### src/rtl/barrel_shift_arm_pipe.sv
// ---------------------------------------------------------------------------
// barrel_shift_arm_pipe
//
// Two-stage pipelined ARM operand-2 barrel shifter with valid/ready on both
// sides. Handles the immediate-shift encoding (amount-0 special cases: LSR #32,
// ASR #32, RRX) and the register-specified encoding (8-bit amount, amounts at
// or beyond the operand width). A sideband tag travels with every operation.
//
// Stage 1 captures the operand, the effective amount, the opcode and a decoded
// result mode that folds every special case into a single selector.
// Stage 2 runs the log2(W)-level mux shifter, selects the carry and registers
// the result. No combinational path exists from in_* to out_*; only in_ready
// depends combinationally on out_ready.
//
// Ports
//   clk              clock, all state updates on the rising edge
//   rst              synchronous active-high reset
//   in_valid         request present
//   in_ready         block can accept this cycle
//   shift_in         operand x (DATA_WIDTH bits)
//   shift_amount     shift amount; immediate mode uses the low log2(W) bits
//   shift_op         0 = LSL, 1 = LSR, 2 = ASR, 3 = ROR
//   shift_reg        0 = immediate encoding, 1 = register encoding
//   carry_flag       current C flag, sampled when the request is accepted
//   in_tag           sideband tag, passed through unchanged
//   out_valid        result present
//   out_ready        consumer accepts the result
//   shift_out        shifted result
//   shift_carry_out  shifter carry out
//   out_tag          tag belonging to the result
// ---------------------------------------------------------------------------
module barrel_shift_arm_pipe #(
  parameter int DATA_WIDTH = 32,
  parameter int TAG_WIDTH  = 4
) (
  input  logic                  clk,
  input  logic                  rst,
  input  logic                  in_valid,
  output logic                  in_ready,
  input  logic [DATA_WIDTH-1:0] shift_in,
  input  logic [7:0]            shift_amount,
  input  logic [1:0]            shift_op,
  input  logic                  shift_reg,
  input  logic                  carry_flag,
  input  logic [TAG_WIDTH-1:0]  in_tag,
  output logic                  out_valid,
  input  logic                  out_ready,
  output logic [DATA_WIDTH-1:0] shift_out,
  output logic                  shift_carry_out,
  output logic [TAG_WIDTH-1:0]  out_tag
);

  localparam int AW = $clog2(DATA_WIDTH);

  typedef enum logic [1:0] {
    OP_LSL = 2'd0,
    OP_LSR = 2'd1,
    OP_ASR = 2'd2,
    OP_ROR = 2'd3
  } shift_op_e;

  // Result mode chosen in stage 1. Only M_SHIFT uses the mux shifter; every
  // other mode is a fixed pattern derived from x and the captured C flag.
  typedef enum logic [2:0] {
    M_SHIFT     = 3'd0,  // real shift by 1..W-1
    M_PASS      = 3'd1,  // out = x,          C = carry_flag
    M_ZERO_LSB  = 3'd2,  // out = 0,          C = x[0]     (LSL #W)
    M_ZERO_MSB  = 3'd3,  // out = 0,          C = x[W-1]   (LSR #W)
    M_ZERO_NONE = 3'd4,  // out = 0,          C = 0        (LSL/LSR > W)
    M_SIGN      = 3'd5,  // out = sign fill,  C = x[W-1]   (ASR >= W)
    M_RRX       = 3'd6,  // out = {C, x>>1},  C = x[0]
    M_WRAP      = 3'd7   // out = x,          C = x[W-1]   (ROR by k*W)
  } mode_e;

  // -------------------------------------------------------------------------
  // Handshake control
  // -------------------------------------------------------------------------
  logic s1_valid;
  logic s2_valid;
  logic s1_load;
  logic s2_load;

  assign s2_load   = !s2_valid || out_ready;
  assign s1_load   = !s1_valid || s2_load;
  assign in_ready  = s1_load;
  assign out_valid = s2_valid;

  // -------------------------------------------------------------------------
  // Stage 1 decode
  // -------------------------------------------------------------------------
  logic [AW-1:0] amt_lo;     // amount modulo W
  logic [31:0]   amt_full;   // full register amount, widened for compares
  logic          amt_lt_w;
  logic          amt_eq_w;
  shift_op_e     dec_op;
  mode_e         dec_mode;

  assign amt_lo   = AW'(shift_amount);
  assign amt_full = 32'(shift_amount);
  assign amt_lt_w = amt_full < 32'(DATA_WIDTH);
  assign amt_eq_w = amt_full == 32'(DATA_WIDTH);
  assign dec_op   = shift_op_e'(shift_op);

  // NOTE: always_comb assigns every output a default before any branch, so no
  // path through the block leaves a signal unassigned and no latch is inferred.
  always_comb begin
    dec_mode = M_SHIFT;
    if (!shift_reg) begin
      // Immediate encoding: an amount of 0 re-purposes each opcode.
      if (amt_lo == '0) begin
        unique case (dec_op)
          OP_LSL: dec_mode = M_PASS;
          OP_LSR: dec_mode = M_ZERO_MSB;
          OP_ASR: dec_mode = M_SIGN;
          OP_ROR: dec_mode = M_RRX;
        endcase
      end
    end else if (shift_amount == 8'd0) begin
      dec_mode = M_PASS;
    end else begin
      unique case (dec_op)
        OP_LSL: begin
          if (!amt_lt_w) dec_mode = amt_eq_w ? M_ZERO_LSB : M_ZERO_NONE;
        end
        OP_LSR: begin
          if (!amt_lt_w) dec_mode = amt_eq_w ? M_ZERO_MSB : M_ZERO_NONE;
        end
        OP_ASR: begin
          if (!amt_lt_w) dec_mode = M_SIGN;
        end
        OP_ROR: begin
          // Rotation only depends on the amount modulo W.
          if (amt_lo == '0) dec_mode = M_WRAP;
        end
      endcase
    end
  end

  // -------------------------------------------------------------------------
  // Stage 1 registers
  // -------------------------------------------------------------------------
  logic [DATA_WIDTH-1:0] s1_x;
  logic [AW-1:0]         s1_amt;
  shift_op_e             s1_op;
  mode_e                 s1_mode;
  logic                  s1_cin;
  logic [TAG_WIDTH-1:0]  s1_tag;

  // NOTE: payload registers carry no reset; they are only observed while the
  // matching valid bit is set, and keeping them reset-free leaves reset off
  // their enable path.
  always_ff @(posedge clk) begin
    if (s1_load && in_valid) begin
      s1_x    <= shift_in;
      s1_amt  <= amt_lo;
      s1_op   <= dec_op;
      s1_mode <= dec_mode;
      s1_cin  <= carry_flag;
      s1_tag  <= in_tag;
    end
  end

  // -------------------------------------------------------------------------
  // Stage 2 datapath: log2(W) mux levels, level i shifts by 2**i
  // -------------------------------------------------------------------------
  logic [DATA_WIDTH-1:0] rot;
  logic [AW-1:0]         idx_left;
  logic [AW-1:0]         idx_right;
  logic                  shift_carry;

  // NOTE: combinational blocks chain intermediate values with blocking '=';
  // each mux level reads the previous level's result in the same evaluation.
  always_comb begin
    rot = s1_x;
    for (int i = 0; i < AW; i++) begin
      if (s1_amt[i]) begin
        unique case (s1_op)
          OP_LSL: rot = rot << (1 << i);
          OP_LSR: rot = rot >> (1 << i);
          OP_ASR: rot = $signed(rot) >>> (1 << i);
          OP_ROR: rot = (rot >> (1 << i)) | (rot << (DATA_WIDTH - (1 << i)));
        endcase
      end
    end
  end

  // Last bit shifted out: x[W-n] for LSL, x[n-1] for the right shifts. With
  // 1 <= n < W, W-n modulo 2**AW is simply -n in AW bits.
  assign idx_left    = AW'(0) - s1_amt;
  assign idx_right   = s1_amt - AW'(1);
  assign shift_carry = (s1_op == OP_LSL) ? s1_x[idx_left] : s1_x[idx_right];

  logic [DATA_WIDTH-1:0] res_data;
  logic                  res_carry;

  always_comb begin
    res_data  = rot;
    res_carry = shift_carry;
    unique case (s1_mode)
      M_SHIFT: begin
        res_data  = rot;
        res_carry = shift_carry;
      end
      M_PASS: begin
        res_data  = s1_x;
        res_carry = s1_cin;
      end
      M_ZERO_LSB: begin
        res_data  = '0;
        res_carry = s1_x[0];
      end
      M_ZERO_MSB: begin
        res_data  = '0;
        res_carry = s1_x[DATA_WIDTH-1];
      end
      M_ZERO_NONE: begin
        res_data  = '0;
        res_carry = 1'b0;
      end
      M_SIGN: begin
        res_data  = {DATA_WIDTH{s1_x[DATA_WIDTH-1]}};
        res_carry = s1_x[DATA_WIDTH-1];
      end
      M_RRX: begin
        res_data  = {s1_cin, s1_x[DATA_WIDTH-1:1]};
        res_carry = s1_x[0];
      end
      M_WRAP: begin
        res_data  = s1_x;
        res_carry = s1_x[DATA_WIDTH-1];
      end
    endcase
  end

  // -------------------------------------------------------------------------
  // Valid bits and stage 2 output registers
  // -------------------------------------------------------------------------
  always_ff @(posedge clk) begin
    if (rst) begin
      s1_valid        <= 1'b0;
      s2_valid        <= 1'b0;
      shift_out       <= '0;
      shift_carry_out <= 1'b0;
      out_tag         <= '0;
    end else begin
      if (s1_load) s1_valid <= in_valid;
      if (s2_load) begin
        s2_valid <= s1_valid;
        // Outputs only change when a real operation moves in, so an empty
        // stage 2 keeps showing the last result instead of stage 1 garbage.
        if (s1_valid) begin
          shift_out       <= res_data;
          shift_carry_out <= res_carry;
          out_tag         <= s1_tag;
        end
      end
    end
  end

endmodule

### config.mk
export PLATFORM = sky130hd
export DESIGN_NAME = barrel_shift_arm_pipe
export DESIGN_NICKNAME = d
export VERILOG_FILES = /design/src/rtl/barrel_shift_arm_pipe.sv
export SDC_FILE = /design/constraint.sdc
export NUM_CORES = 1
export LEC_CHECK = 0
export ABC_AREA = 1
export CORE_MARGIN = 10
export CORE_UTILIZATION = 50
export CTS_BUF_LIST = sky130_fd_sc_hd__clkbuf_4 sky130_fd_sc_hd__clkbuf_8
export CTS_CLUSTER_SIZE = 28
export DETAILED_ROUTE_END_ITERATION = 8
export PLACE_DENSITY_LB_ADDON = 0.25
export SLEW_MARGIN = 20
export SYNTH_ARGS = -nofsm -noshare
export SYNTH_HDL_FRONTEND = slang
export SYNTH_SLANG_ARGS = --single-unit
### constraint.sdc
create_clock -name clk -period 2.85 [get_ports clk]
set_clock_uncertainty 0.2 [all_clocks]
set_input_delay 0.285 -clock clk [delete_from_list [all_inputs] [get_ports clk]]
set_output_delay 0.285 -clock clk [all_outputs]
set_load 0.005 [all_outputs]
## After elaboration in Yosys (flattened, before gate mapping)

Cells that the tools add are included.

- Add/sub/neg operators: 2
- $mul: 0
- Div/mod/pow operators: 0
- $lt $le $gt $ge: 3
- Eq/ne operators: 14
- Shift operators: 0
- Multiplexer cells: 28
- Bitwise logic cells: 5
- Reductions and logical operators: 15

Operator list:

| operator | number |
|---|---|
| $pmux 32 s4 | 5 |
| $mux 32 | 5 |
| $pmux 32 s5 | 1 |
| $or 16x32->32 | 1 |
| $or 24x32->32 | 1 |
| $or 28x32->32 | 1 |
| $or 30x32->32 | 1 |
| $or 31x32->32 | 1 |
| $mux 3 | 9 |
| $pmux 3 s4 | 2 |
| $eq 3x3->1 const B | 4 |
| $lt 5x6->1 const B | 2 |
| $bmux 1 s5 | 2 |
| $eq 2x2->1 const B | 4 |
| $eq 8x6->1 const B | 1 |
| $logic_not 8->1 | 1 |
| $lt 8x6->1 const B | 1 |
| $eq 3x2->1 const B | 2 |
| $reduce_or 3->1 | 2 |
| $logic_not 5->1 | 1 |
| $pmux 1 s5 | 1 |
| $sub 1x5->5 const A | 1 |
| $sub 5x1->5 const B | 1 |
| $eq 2x1->1 const B | 2 |
| other kinds (9) | 15 |

- Flip-flop bits (word level): 86
- Bits in latches: 0
- RAM bits: 0
- ROM bits: 0
- Input bits: 52
- Output and inout bits: 39
- Logic and storage cells: 78
- Memories: 0

## Logic depth before layout (Yosys ltp)

- Word-level depth: 16
- Gate-level depth with buffers: 17
- Depth with buffers taken out: 15

## Least setup slack after synthesis

OpenSTA, ideal clock, no wires.

- Path type: register to register
- Start: register s1_amt[1]
- End: register shift_carry_out
- Setup time: 119 ps
- Arrival: 2178 ps
- Data required time: 2531 ps
- Slack: 353 ps
- Stages on the path, launching flop included: 14
- Buffers on the path: 1
- Period minus slack after synthesis: 2497 ps
- Cell sequence: edfxtp_1 inv_2 buf_2 ha_1 xnor2_1 clkinv_1 a21oi_1 o21ai_0 o211ai_1 nand2_1 a31oi_1 o21ai_0 nand2_1 a21oi_1

- Word-level cells in the longest chain between the ends: 5
- Elaborated cells on any way between the ends: 8
- Classes of those cells: 2 x add/sub; 6 x mux

RTL lines:

| item | RTL line | text |
|---|---|---|
| start, declared | 143 | `logic [AW-1:0] s1_amt;` |
| start signal, assigned | 155 | `s1_amt <= amt_lo;` |
| $sub 5x1->5 or $sub 1x5->5 (tied branches) | 190, 189 |  |
| $bmux 1 s5 | 191 | `assign shift_carry = (s1_op == OP_LSL) ? s1_x[idx_left] : s1_x[idx_right];` |
| $mux 1 (not written as such) | 191 |  |
| $mux 1 (*) | 191 |  |
| $pmux 1 s5 (*) | 199 | `unique case (s1_mode)` |
| end signal, assigned | 253 | `shift_carry_out <= res_carry;` |
| end, declared | 49 | `output logic shift_carry_out,` |

Mark *: on every way between the ends. The rest lies on a longest branch, timed or not. The select of a mux whose other input is x is not followed.
A chain may end at the register's enable or synchronous reset.

## Worst setup path after layout

- Start: register s1_amt[2]
- End: register shift_carry_out

The elaborated chain is that of the path after synthesis.

==> impl_metrics.ini <==
[drt]
dr_total_vias = 9219
vias_per_cell = 6.30
route.detailed.drc = 0
post_drt_wl_per_cell_um = 21.0
ant_nets = 0
dr.pass1.iters = 8
dr.first_iter.drc_count = 1294
finalWirelength_um = 30700

[placed_design]
port_buffers = 90
placed_cells = 1442
gp_congestion = 1.01
dp_hpwl_um = 23500
post_dp_cell_area_um2 = 8700

[synth]
synth_fa_ha_area_share_pct = 0.165
synthXorXnorAreaFrac_pct = 0.347
syn_inst = 1199
avgSynthCellArea_um2 = 6.32
async_flop_share_pct = 0
ys_ff_latch = 86
ys_types = 45
ys_seq_area_share_pct = 28.9
synth_flop_cell = edfxtp_1
yosysWarnings = 0
syn_nets = 1252
synthSimpleGateAreaFrac_pct = 44.1
synth-compound-area-share_pct = 15.7
synth_top_family_by_area = simple AND/OR/NAND/NOR gates
synth_mux_area_share_pct = 0
synth_edf_count = 47
synth_area_um2 = 7580

[timing]
finalMaxSlewViolations = 0
relSlewSlack_pct = 52.5
setup_viol = 0
rsz0062_at_grt = no
period_minus_slack_ns = 2.69
fmax_mhz = 371
hold_ws_ns = 0.234
tns_ns = 0
fin_crit_sh_pct = 94.5
hold_viol = 0
worst_pin_slew_ns = 0.710

[cells_and_area]
final_cells = 1463
utilization_pct = 61.1
layout_commonest_cell = nand2_1
final_area_um2 = 8980
drive_gt1_share_pct = 9.15
antenna_cells = 0
syn2layout_area_growth_pct = 18.6
final_cell_mix = nand2_1, nand3_1, inv_1
nNetsFinal = 1327
n_fill_cell = 1408

[floorplan]
fp.dieH_um = 143
fp.dieArea_um2 = 20500
start_util_pct = 51.5
io_pins = 91
coreArea_um2 = 14700
die_x_um = 143
fp-row-count = 44

[power_and_ir_drop]
p_leak_uw = 0.00391
cellPowerDensity_nw_per_um2 = 426
ir_drop_mv = 0.332

[worst_setup_path]
crit_type = flop to flop
worst-path-max-fanout = 15
cp-end-kind = flop
cp.required_ns = 2.98
crit_arrival_ns = 2.83
start_kind = flop

[clock_tree]
clock_path_buffers = 2
path_clk_slew_ns = 0.10
cts_tree = built
cts_max_level = 3
clock-sinks = 86
root_buffer = clkbuf_8
numCtsBuffers = 9
clk_latency_ns = 0.40
hold_buffers = 0

[global_route]
grt_pass1_vias = 8253
antenna_found_initial = 0
grt_pass1_wl_um = 47100
overflow = 0
track_usage_pct = 29.5
grt_max_degree = 52

[min_path]
hold_path.class = input port to flop

[flow_run]
drv_cap = 0

[outcome]
status = finished, final reports clean
## per-stage QoR
| stage | power (µW) | setup slack, ns |
|---|---|---|
| after floorplan | 2290 | 0.353 |
| after global routing | 4000 | 0.00136 |
| after detailed placement | 2780 | 0.168 |
| final | 3830 | 0.156 |
| after CTS | 3790 | 0.133 |
| after global placement | 2780 | 0.199 |
## area by class of cell
| type | instances | area, µm² | area share, % |
|---|---|---|---|
| multi-input cells | 939 | 4600 | 51.2 |
| flip-flops and latches | 86 | 2190 | 24.4 |
| repair buffers | 135 | 1340 | 14.9 |
| inverters | 103 | 389 | 4.33 |
| well taps | 184 | 230 | 2.56 |
| clock buffers | 9 | 124 | 1.38 |
| clock inverters | 7 | 105 | 1.17 |
## cells by family (layout without fill, tap and decap cells)
kind of cell / count (synthesis) / in the layout
AO/OA/AOI/OAI: 198 / 198
buffers and inverters: 176 / 254
XOR/XNOR: 3 / 3
flip-flops: 86 / 86
AND/OR/NAND/NOR: 735 / 737
adder cells (fa/ha/maj): 1 / 1
## worst paths after layout
| path | startpoint | to | slack, ns | cells past startpoint |
|---|---|---|---|---|
| max reg2reg | s1_amt[2]$_DFFE_PP_ | shift_carry_out$_SDFFE_PP0P_ | 0.16 | 10 |
| max | s1_amt[2]$_DFFE_PP_ | shift_carry_out$_SDFFE_PP0P_ | 0.16 | 10 |
| min | carry_flag | s1_cin$_DFFE_PP_ | 0.23 | 1 |
| min reg2reg | shift_out[7]$_SDFFE_PP0P_ | shift_out[7]$_SDFFE_PP0P_ | 0.27 | 2 |
## critical path: stages, from the launching register on
cell	delay, ns
edfxtp_1	0.43
inv_2	0.37
nand3_1	0.15
xor2_1	0.53
inv_2	0.15
o211ai_1	0.20
a21oi_1	0.10
o21ai_0	0.16
buf_4	0.15
nand2_1	0.07
a21oi_1	0.13
## repair_timing
action | in CTS | in global routing
buffers inserted | 0 | 3
endpoints found under the setup margin | 0 | 16
gates resized for setup | 0 | 7
## routing by layer
| metal | wire length, µm | vias to the layer above | part of all wire (%) | global-route usage [%] |
|---|---|---|---|---|
| li1 | - | 4271 | - | - |
| met4 | 1350 | 0 | 4.4 | 14.2 |
| met3 | 3090 | 80 | 10 | 6.37 |
| met1 | 12400 | 4255 | 40 | 37.8 |
| met5 | 0 | - | 0 | 0 |
| met2 | 13900 | 613 | 45 | 46.3 |
## synthesized netlist by cell type (all sizes together), types with 2 or more instances
library cell / n / area share (%)
clkinv: 2 / 0.099
nor3: 23 / 1.7
o31ai: 3 / 0.30
a21oi: 80 / 5.7
nor2: 70 / 4.2
nand3b: 2 / 0.20
o211ai: 7 / 0.69
inv: 101 / 5.0
o21ai: 61 / 4.3
buf: 45 / 4.2
nand2: 366 / 18
edfxtp: 47 / 19
nand3: 235 / 16
a221oi: 16 / 1.8
o221ai: 3 / 0.35
a21boi: 4 / 0.40
nor4: 2 / 0.36
a31oi: 4 / 0.33
nand4: 37 / 3.1
o22ai: 15 / 1.2
dfxtp: 39 / 10
xor2: 2 / 0.23
o311ai: 3 / 0.35
clkbuf: 28 / 1.4
## state kept, by name, summed over array words and instances, names as in the netlist
signal and cells:
out_tag 4, out_valid 1, s1_amt 5, s1_cin 1, s1_mode 3, s1_op 2, s1_tag 4, s1_valid 1
s1_x 32, shift_carry_out 1, shift_out 32
## power breakdown
| group | switching [µW] | internal, µW |
|---|---|---|
| registers | 79.9 | 1390 |
| clock network | 511 | 507 |
| logic | 860 | 480 |
No activity file was read; power rests on OpenSTA's default activity.
